**config.mk**
```make
export PLATFORM = sky130hd
export DESIGN_NAME = pipe_controller
export DESIGN_NICKNAME = d
export VERILOG_FILES = /design/src/rtl/pipe_controller.sv
export SDC_FILE = /design/constraint.sdc
export NUM_CORES = 1
export LEC_CHECK = 0
export ABC_AREA = 1
export BUFFER_PORTS_ARGS = -buffer_cell sky130_fd_sc_hd__buf_4
export CORE_MARGIN = 3
export CORE_UTILIZATION = 49
export CTS_BUF_LIST = sky130_fd_sc_hd__clkbuf_2 sky130_fd_sc_hd__clkbuf_4 sky130_fd_sc_hd__clkbuf_8
export DETAILED_ROUTE_END_ITERATION = 16
export PLACE_DENSITY = 0.87
export SYNTH_ARGS = -nofsm -noshare
export SYNTH_HDL_FRONTEND = slang
export SYNTH_SLANG_ARGS = --single-unit
```
**constraint.sdc**
```tcl
create_clock -name clk -period 1.77 [get_ports clk]
set_clock_uncertainty 0.1 [all_clocks]
set_input_delay 0.2655 -clock clk [delete_from_list [all_inputs] [get_ports clk]]
set_output_delay 0.2655 -clock clk [all_outputs]
set_load 0.05 [all_outputs]
```
**src/rtl/pipe_controller.sv**
```systemverilog
// Control unit for a 5-stage pipeline: decode, ID/EX, EX/MEM, MEM/WB control registers,
// hazard stalls, branch flushes and an ECALL halt FSM. Define FORWARD_EN for EX forwarding.
module pipe_controller #(
    parameter int unsigned DM_BYTES = 4,
    parameter int unsigned REG_AW   = 5
) (
    input  logic                clk,
    input  logic                rst,
    input  logic                id_valid,
    input  logic [4:0]          id_opcode,
    input  logic [2:0]          id_func3,
    input  logic                id_func7,
    input  logic [REG_AW-1:0]   id_rs1,
    input  logic [REG_AW-1:0]   id_rs2,
    input  logic [REG_AW-1:0]   id_rd,
    input  logic                ex_branch_taken,
    output logic                stall,
    output logic                flush_ifid,
    output logic                flush_idex,
    output logic                next_pc_sel,
    output logic                ex_alu_src1_sel,
    output logic                ex_alu_src2_sel,
    output logic                ex_jb_src1_sel,
    output logic [1:0]          fwd_rs1_sel,
    output logic [1:0]          fwd_rs2_sel,
    output logic [DM_BYTES-1:0] mem_dm_w_en,
    output logic                wb_en,
    output logic                wb_sel,
    output logic [REG_AW-1:0]   wb_rd,
    output logic                halt
);

    localparam logic [4:0] OpLoad   = 5'b00000;
    localparam logic [4:0] OpRI     = 5'b00100;
    localparam logic [4:0] OpAuipc  = 5'b00101;
    localparam logic [4:0] OpStore  = 5'b01000;
    localparam logic [4:0] OpRR     = 5'b01100;
    localparam logic [4:0] OpLui    = 5'b01101;
    localparam logic [4:0] OpBranch = 5'b11000;
    localparam logic [4:0] OpJalr   = 5'b11001;
    localparam logic [4:0] OpJal    = 5'b11011;
    localparam logic [4:0] OpEcall  = 5'b11100;

    typedef struct packed {
        logic                wb_en;
        logic                wb_sel;
        logic                alu_src1;
        logic                alu_src2;
        logic                jb_src1;
        logic                is_load;
        logic                is_jump;
        logic                is_branch;
        logic                is_ecall;
        logic [DM_BYTES-1:0] dm_w_en;
        logic [REG_AW-1:0]   rd;
        logic [REG_AW-1:0]   rs1;
        logic [REG_AW-1:0]   rs2;
    } ex_ctrl_t;

    typedef struct packed {
        logic                wb_en;
        logic                wb_sel;
        logic                is_load;
        logic                is_ecall;
        logic [DM_BYTES-1:0] dm_w_en;
        logic [REG_AW-1:0]   rd;
    } mem_ctrl_t;

    typedef struct packed {
        logic              wb_en;
        logic              wb_sel;
        logic [REG_AW-1:0] rd;
    } wb_ctrl_t;

    typedef enum logic [1:0] {StRun, StDrain, StHalt} state_e;

    ex_ctrl_t  dec, idex_d, idex_q;
    mem_ctrl_t exmem_d, exmem_q;
    wb_ctrl_t  memwb_d, memwb_q;
    state_e    state_q;
    logic      halt_q;

    logic                rs1_used, rs2_used, wb_req;
    logic [DM_BYTES-1:0] store_be;
    logic                flush, hazard, ld_use;

    logic unused_func7;
    assign unused_func7 = id_func7;

    function automatic logic src_hit(input logic [REG_AW-1:0] rd, input logic [REG_AW-1:0] a,
                                     input logic [REG_AW-1:0] b);
        return (rd != '0) && ((rd == a) || (rd == b));
    endfunction

    always_comb begin
        store_be = '0;
        case (id_func3)
            3'b000:  store_be = DM_BYTES'(8'h01);
            3'b001:  store_be = DM_BYTES'(8'h03);
            3'b010:  store_be = DM_BYTES'(8'h0F);
            3'b011:  store_be = (DM_BYTES == 8) ? DM_BYTES'(8'hFF) : '0;
            default: store_be = '0;
        endcase
    end

    always_comb begin
        dec      = '0;
        rs1_used = 1'b0;
        rs2_used = 1'b0;
        wb_req   = 1'b0;
        if (id_valid) begin
            case (id_opcode)
                OpLoad:   begin wb_req = 1'b1; dec.wb_sel = 1'b1; dec.is_load = 1'b1;
                                rs1_used = 1'b1; end
                OpRI:     begin wb_req = 1'b1; rs1_used = 1'b1; end
                OpAuipc:  begin wb_req = 1'b1; dec.alu_src1 = 1'b1; end
                OpStore:  begin rs1_used = 1'b1; rs2_used = 1'b1; dec.dm_w_en = store_be; end
                OpRR:     begin wb_req = 1'b1; rs1_used = 1'b1; rs2_used = 1'b1;
                                dec.alu_src2 = 1'b1; end
                OpLui:    wb_req = 1'b1;
                OpBranch: begin rs1_used = 1'b1; rs2_used = 1'b1; dec.alu_src2 = 1'b1;
                                dec.is_branch = 1'b1; end
                OpJalr:   begin wb_req = 1'b1; rs1_used = 1'b1; dec.alu_src1 = 1'b1;
                                dec.jb_src1 = 1'b1; dec.is_jump = 1'b1; end
                OpJal:    begin wb_req = 1'b1; dec.alu_src1 = 1'b1; dec.is_jump = 1'b1; end
                OpEcall:  dec.is_ecall = 1'b1;
                default:  ;
            endcase
        end
        // Unused sources and non-writing rd are zeroed so x0 comparisons never hit.
        dec.wb_en = wb_req && (id_rd != '0);
        dec.rd    = dec.wb_en ? id_rd : '0;
        dec.rs1   = rs1_used ? id_rs1 : '0;
        dec.rs2   = rs2_used ? id_rs2 : '0;
    end

    assign flush  = idex_q.is_jump || (idex_q.is_branch && ex_branch_taken);
    assign ld_use = idex_q.is_load && src_hit(idex_q.rd, dec.rs1, dec.rs2);

`ifdef FORWARD_EN
    function automatic logic [1:0] fwd_sel(input logic [REG_AW-1:0] rs, input mem_ctrl_t m,
                                           input wb_ctrl_t w);
        if (rs == '0)                                  return 2'b00;
        else if (m.wb_en && !m.is_load && m.rd == rs)  return 2'b01;
        else if (w.wb_en && w.rd == rs)                return 2'b10;
        else                                           return 2'b00;
    endfunction

    assign hazard      = ld_use;
    assign fwd_rs1_sel = fwd_sel(idex_q.rs1, exmem_q, memwb_q);
    assign fwd_rs2_sel = fwd_sel(idex_q.rs2, exmem_q, memwb_q);
`else
    // Write-through register file: only ID/EX and EX/MEM producers must be waited on.
    assign hazard = ld_use
                 || (idex_q.wb_en && src_hit(idex_q.rd, dec.rs1, dec.rs2))
                 || (exmem_q.wb_en && src_hit(exmem_q.rd, dec.rs1, dec.rs2));
    assign fwd_rs1_sel = 2'b00;
    assign fwd_rs2_sel = 2'b00;

    logic unused_fwd;
    assign unused_fwd = ^{idex_q.rs1, idex_q.rs2, exmem_q.is_load};
`endif

    assign stall  = (state_q != StRun) || (hazard && !flush);
    assign idex_d = (flush || stall) ? '0 : dec;

    always_comb begin
        exmem_d          = '0;
        exmem_d.wb_en    = idex_q.wb_en;
        exmem_d.wb_sel   = idex_q.wb_sel;
        exmem_d.is_load  = idex_q.is_load;
        exmem_d.is_ecall = idex_q.is_ecall;
        exmem_d.dm_w_en  = idex_q.dm_w_en;
        exmem_d.rd       = idex_q.rd;
        memwb_d          = '0;
        memwb_d.wb_en    = exmem_q.wb_en;
        memwb_d.wb_sel   = exmem_q.wb_sel;
        memwb_d.rd       = exmem_q.rd;
    end

    always_ff @(posedge clk or posedge rst) begin
        if (rst) begin
            idex_q  <= '0;
            exmem_q <= '0;
            memwb_q <= '0;
        end else begin
            idex_q  <= idex_d;
            exmem_q <= exmem_d;
            memwb_q <= memwb_d;
        end
    end

    // Halt FSM: the committed ECALL is in EX/MEM on the DRAIN->HALT edge.
    always_ff @(posedge clk or posedge rst) begin
        if (rst) begin
            state_q <= StRun;
            halt_q  <= 1'b0;
        end else begin
            case (state_q)
                StRun:   if (idex_d.is_ecall) state_q <= StDrain;
                StDrain: if (exmem_q.is_ecall) begin
                    state_q <= StHalt;
                    halt_q  <= 1'b1;
                end
                StHalt:  state_q <= StHalt;
                default: state_q <= StRun;
            endcase
        end
    end

    assign flush_ifid      = flush;
    assign flush_idex      = flush;
    assign next_pc_sel     = flush;
    assign ex_alu_src1_sel = idex_q.alu_src1;
    assign ex_alu_src2_sel = idex_q.alu_src2;
    assign ex_jb_src1_sel  = idex_q.jb_src1;
    assign mem_dm_w_en     = exmem_q.dm_w_en;
    assign wb_en           = memwb_q.wb_en;
    assign wb_sel          = memwb_q.wb_sel;
    assign wb_rd           = memwb_q.rd;
    assign halt            = halt_q;

endmodule

```
==> results.json <==
{
  "outcome": "finished, violations left",
  "violations": "setup timing",
  "setup_violations": 19,
  "routed_wl_um": 5252,
  "crit_path_end_kind": "output pin",
  "crit_path_start_kind": "input pin",
  "powerDensity_nw_per_um2": 649.8,
  "chipWidth_um": 69.18,
  "finalSetupTns_ps": -8955,
  "ys.warnings.count": 0,
  "post-place-ws_ps": -634.2,
  "cts_buffers": 5,
  "hold_class": "input pin to flip-flop",
  "routabilityCongestion": 0.8952,
  "synth.largest_area_cell": "dfrtp_1",
  "crit_chain": "buf_6 -> nor2_4 -> nand3_4 -> nand2_4 -> nand2_8 -> nor2_1 -> nand2_1 -> nand2_1 -> nand4_1 -> nand2_2 -> nand2_4 -> nand2_2 -> inv_2 -> o21ai_4 -> buf_6",
  "cts_tree": "yes",
  "drv_slew": 0,
  "p_switching_mw": 0.4422,
  "ys_seq_area_frac": 0.4734,
  "fmax_mhz": 407.8,
  "die_y_um": 69.18,
  "syn_area_um2": 1956,
  "syn_inst": 229,
  "synth_edf_count": 0,
  "internal-power_mw": 1.389,
  "num-fill-cells": 256,
  "final_nets": 328,
  "drtPass1Iterations": 4,
  "clockBufferDepth": 2,
  "first_iter_violations": 149,
  "synthFlopType": "dfrtp_1",
  "start_util": 0.5224,
  "clkLatencyLatePin_ps": 290,
  "critPathMaxFanout": 5,
  "synth_seq_cells": 37,
  "finalHoldViolCount": 0,
  "min_period_ps": 2452,
  "place_area_um2": 2396,
  "synth_top_area_frac": 0.4734,
  "wire_per_inst_um": 15.14,
  "synthTopCellsByArea": "dfrtp_1 (47%), nand2_1 (11%), inv_1 (6.7%), nand3_1 (4.1%), buf_4 (3.8%)",
  "rsz0062_at_grt": "true",
  "root_buffer": "clkbuf_8",
  "cpPeakStageDelay_ps": 220,
  "async_flop_share": 1.000,
  "p_clk_frac": 0.419,
  "drc_errors": 0,
  "setup_ws_ps": -682.2,
  "grt_max_degree": 38,
  "hold_slack_ps": 40.05,
  "yosysUniqueCellTypes": 29,
  "cts_sinks": 37,
  "ir_drop_mv": 0.4633,
  "grt_pass1_vias": 1816,
  "rows": 22,
  "r2r_slack_ps": -250,
  "fin_area_um2": 2818,
  "crit_slowest_cell": "nor2_4",
  "diodes": 0,
  "dieArea_um2": 4785,
  "grtUsageTotal": 0.2194,
  "critPathRequiredTime_ps": 1400,
  "core_um2": 3744,
  "p_seq_frac": 0.461,
  "finalCritPeriodShare": 1.385,
  "grt_pass1_wl_um": 8507,
  "antenna_left": 0,
  "vias": 1812,
  "drv_cap": 0,
  "antenna_found_initial": 0,
  "drive_above_1_share": 0.4682,
  "dpl.hpwl_um": 3173,
  "syn_to_final_growth_pct": 44.08,
  "port_buffers": 45,
  "netSwitchingFraction": 0.2415,
  "pin_count": 51,
  "htree_levels": 2,
  "critical_path_class": "input pin to output pin",
  "grt_overflow_total": 0,
  "relSlewSlack": 0.6121,
  "worst_slew_pin_slew_ps": 574.5,
  "power_frac_comb": 0.120,
  "avgSynthCellArea_um2": 8.540,
  "clk_pin_slew_ps": 70,
  "p_leak_nw": 1.489,
  "vias_per_cell": 5.222,
  "worstPathArrival_ps": 2090
}
==> worst paths after layout <==
path,depth (start not counted),start,end
worst max-delay path,15,id_opcode[1],stall
worst min-delay path,2,id_func3[0],exmem_d[7]$_DFF_PP0_
worst max register to register,13,exmem_q[2]$_DFF_PP0_,state_q[1]$_DFFE_PP0P_
worst min register to register,0,exmem_d[5]$_DFF_PP0_,mem_dm_w_en[0]$_DFF_PP0_
max in group asynchronous,4,rst,exmem_d[6]$_DFF_PP0_
min in group asynchronous,4,rst,wb_rd[2]$_DFF_PP0_
==> logic make-up after synthesis <==
family | after synthesis | share of synthesized area
buf+inv | 50 | 0.1222
simple gates | 121 | 0.3231
compound gates | 13 | 0.04415
xor+xnor | 5 | 0.02239
fa+ha+maj | 2 | 0.01279
flops | 37 | 0.4734
other cells | 1 | 0.001918
==> metrics by stage <==
| step | power (mW) | util | cells |
|---|---|---|---|
| final | 1.831 | 0.7527 | 347 |
| after detailed placement | 1.031 | 0.6400 | 327 |
| after global placement | 1.028 | 0.6400 | 327 |
| after CTS | 1.806 | 0.7253 | 345 |
| after floorplan | 0.9578 | - | 232 |
| after global routing | 1.883 | 0.7527 | 347 |
==> cell type report <==
cell class	instances	area, um^2	area share
multi-input cells	147	1008	0.3579
clock inverters	2	37.54	0.01332
inverters	39	152.6	0.05417
repair buffers	68	550.5	0.1954
clock buffers	6	82.58	0.02931
flip-flops and latches	37	925.9	0.3286
well taps	48	60.06	0.02131
==> cells in the final DEF (no fill, tap or decap), drive strengths merged, types with 5 or more instances in the layout <==
cell type  synthesis  final
nor2              26     26
a21oi              5      5
inv               38     38
buf               11     67
nand3             19     19
clkbuf             0      6
dfrtp             37     37
xor2               5      5
nand2             63     65
nand4              9      9
==> worst max-delay path: cells and delay by family <==
kind / cells / cell delay [ps]
AND/OR/NAND/NOR: 11 / 1390
AO/OA/AOI/OAI: 1 / 110
buffers and inverters: 3 / 310
==> routing by layer <==
| metal | track usage | share of wire | wire (um) |
|---|---|---|---|
| met1 | 0.2629 | 0.37 | 1955 |
| met2 | 0.3994 | 0.54 | 2855 |
| met3 | 0.03913 | 0.055 | 287 |
| met4 | 0.06291 | 0.029 | 154 |
| met5 | 0 | 0 | 0 |
==> synth_stat cells, types with 2 or more instances <==
master / instances
nand3_2: 3
nand2_1: 55
a21oi_1: 2
buf_4: 10
nor2_2: 7
a21oi_2: 3
nand2_2: 4
nor2_4: 3
ha_1: 2
o21ai_0: 4
nand4_1: 8
inv_1: 35
nor2_1: 16
xor2_1: 5
inv_2: 2
nor3_2: 3
dfrtp_1: 37
nand3_1: 16
nand2_4: 4
==> power groups by stage <==
stage | combinational, mW | sequential, mW | clock, mW
3_5_place_dp | 0.170 | 0.861 | 0
3_3_place_gp | 0.166 | 0.861 | 0
2_1_floorplan | 0.0964 | 0.861 | 0
4_1_cts | 0.198 | 0.845 | 0.763
6_report | 0.219 | 0.845 | 0.767
5_1_grt | 0.236 | 0.844 | 0.803
==> sequential cells by signal, indices dropped and copies added (netlist names) <==
| signal | cells |
|---|---|
| exmem_d | 11 |
| exmem_q | 8 |
| wb_rd | 5 |
| mem_dm_w_en | 3 |
| idex_q | 2 |
| state_q | 2 |
| ex_alu_src1_sel | 1 |
| ex_alu_src2_sel | 1 |
| ex_jb_src1_sel | 1 |
| halt | 1 |
| wb_en | 1 |
| wb_sel | 1 |
==> what timing repair did <==
item	CTS	global route
setup buffers	8	2
hold buffers	1	0
gates cloned	2	0
setup endpoints to repair	19	19
hold endpoints to repair	23	0
pin swaps	12	14
resized for setup	34	22
(Power assumes the default switching activity.)
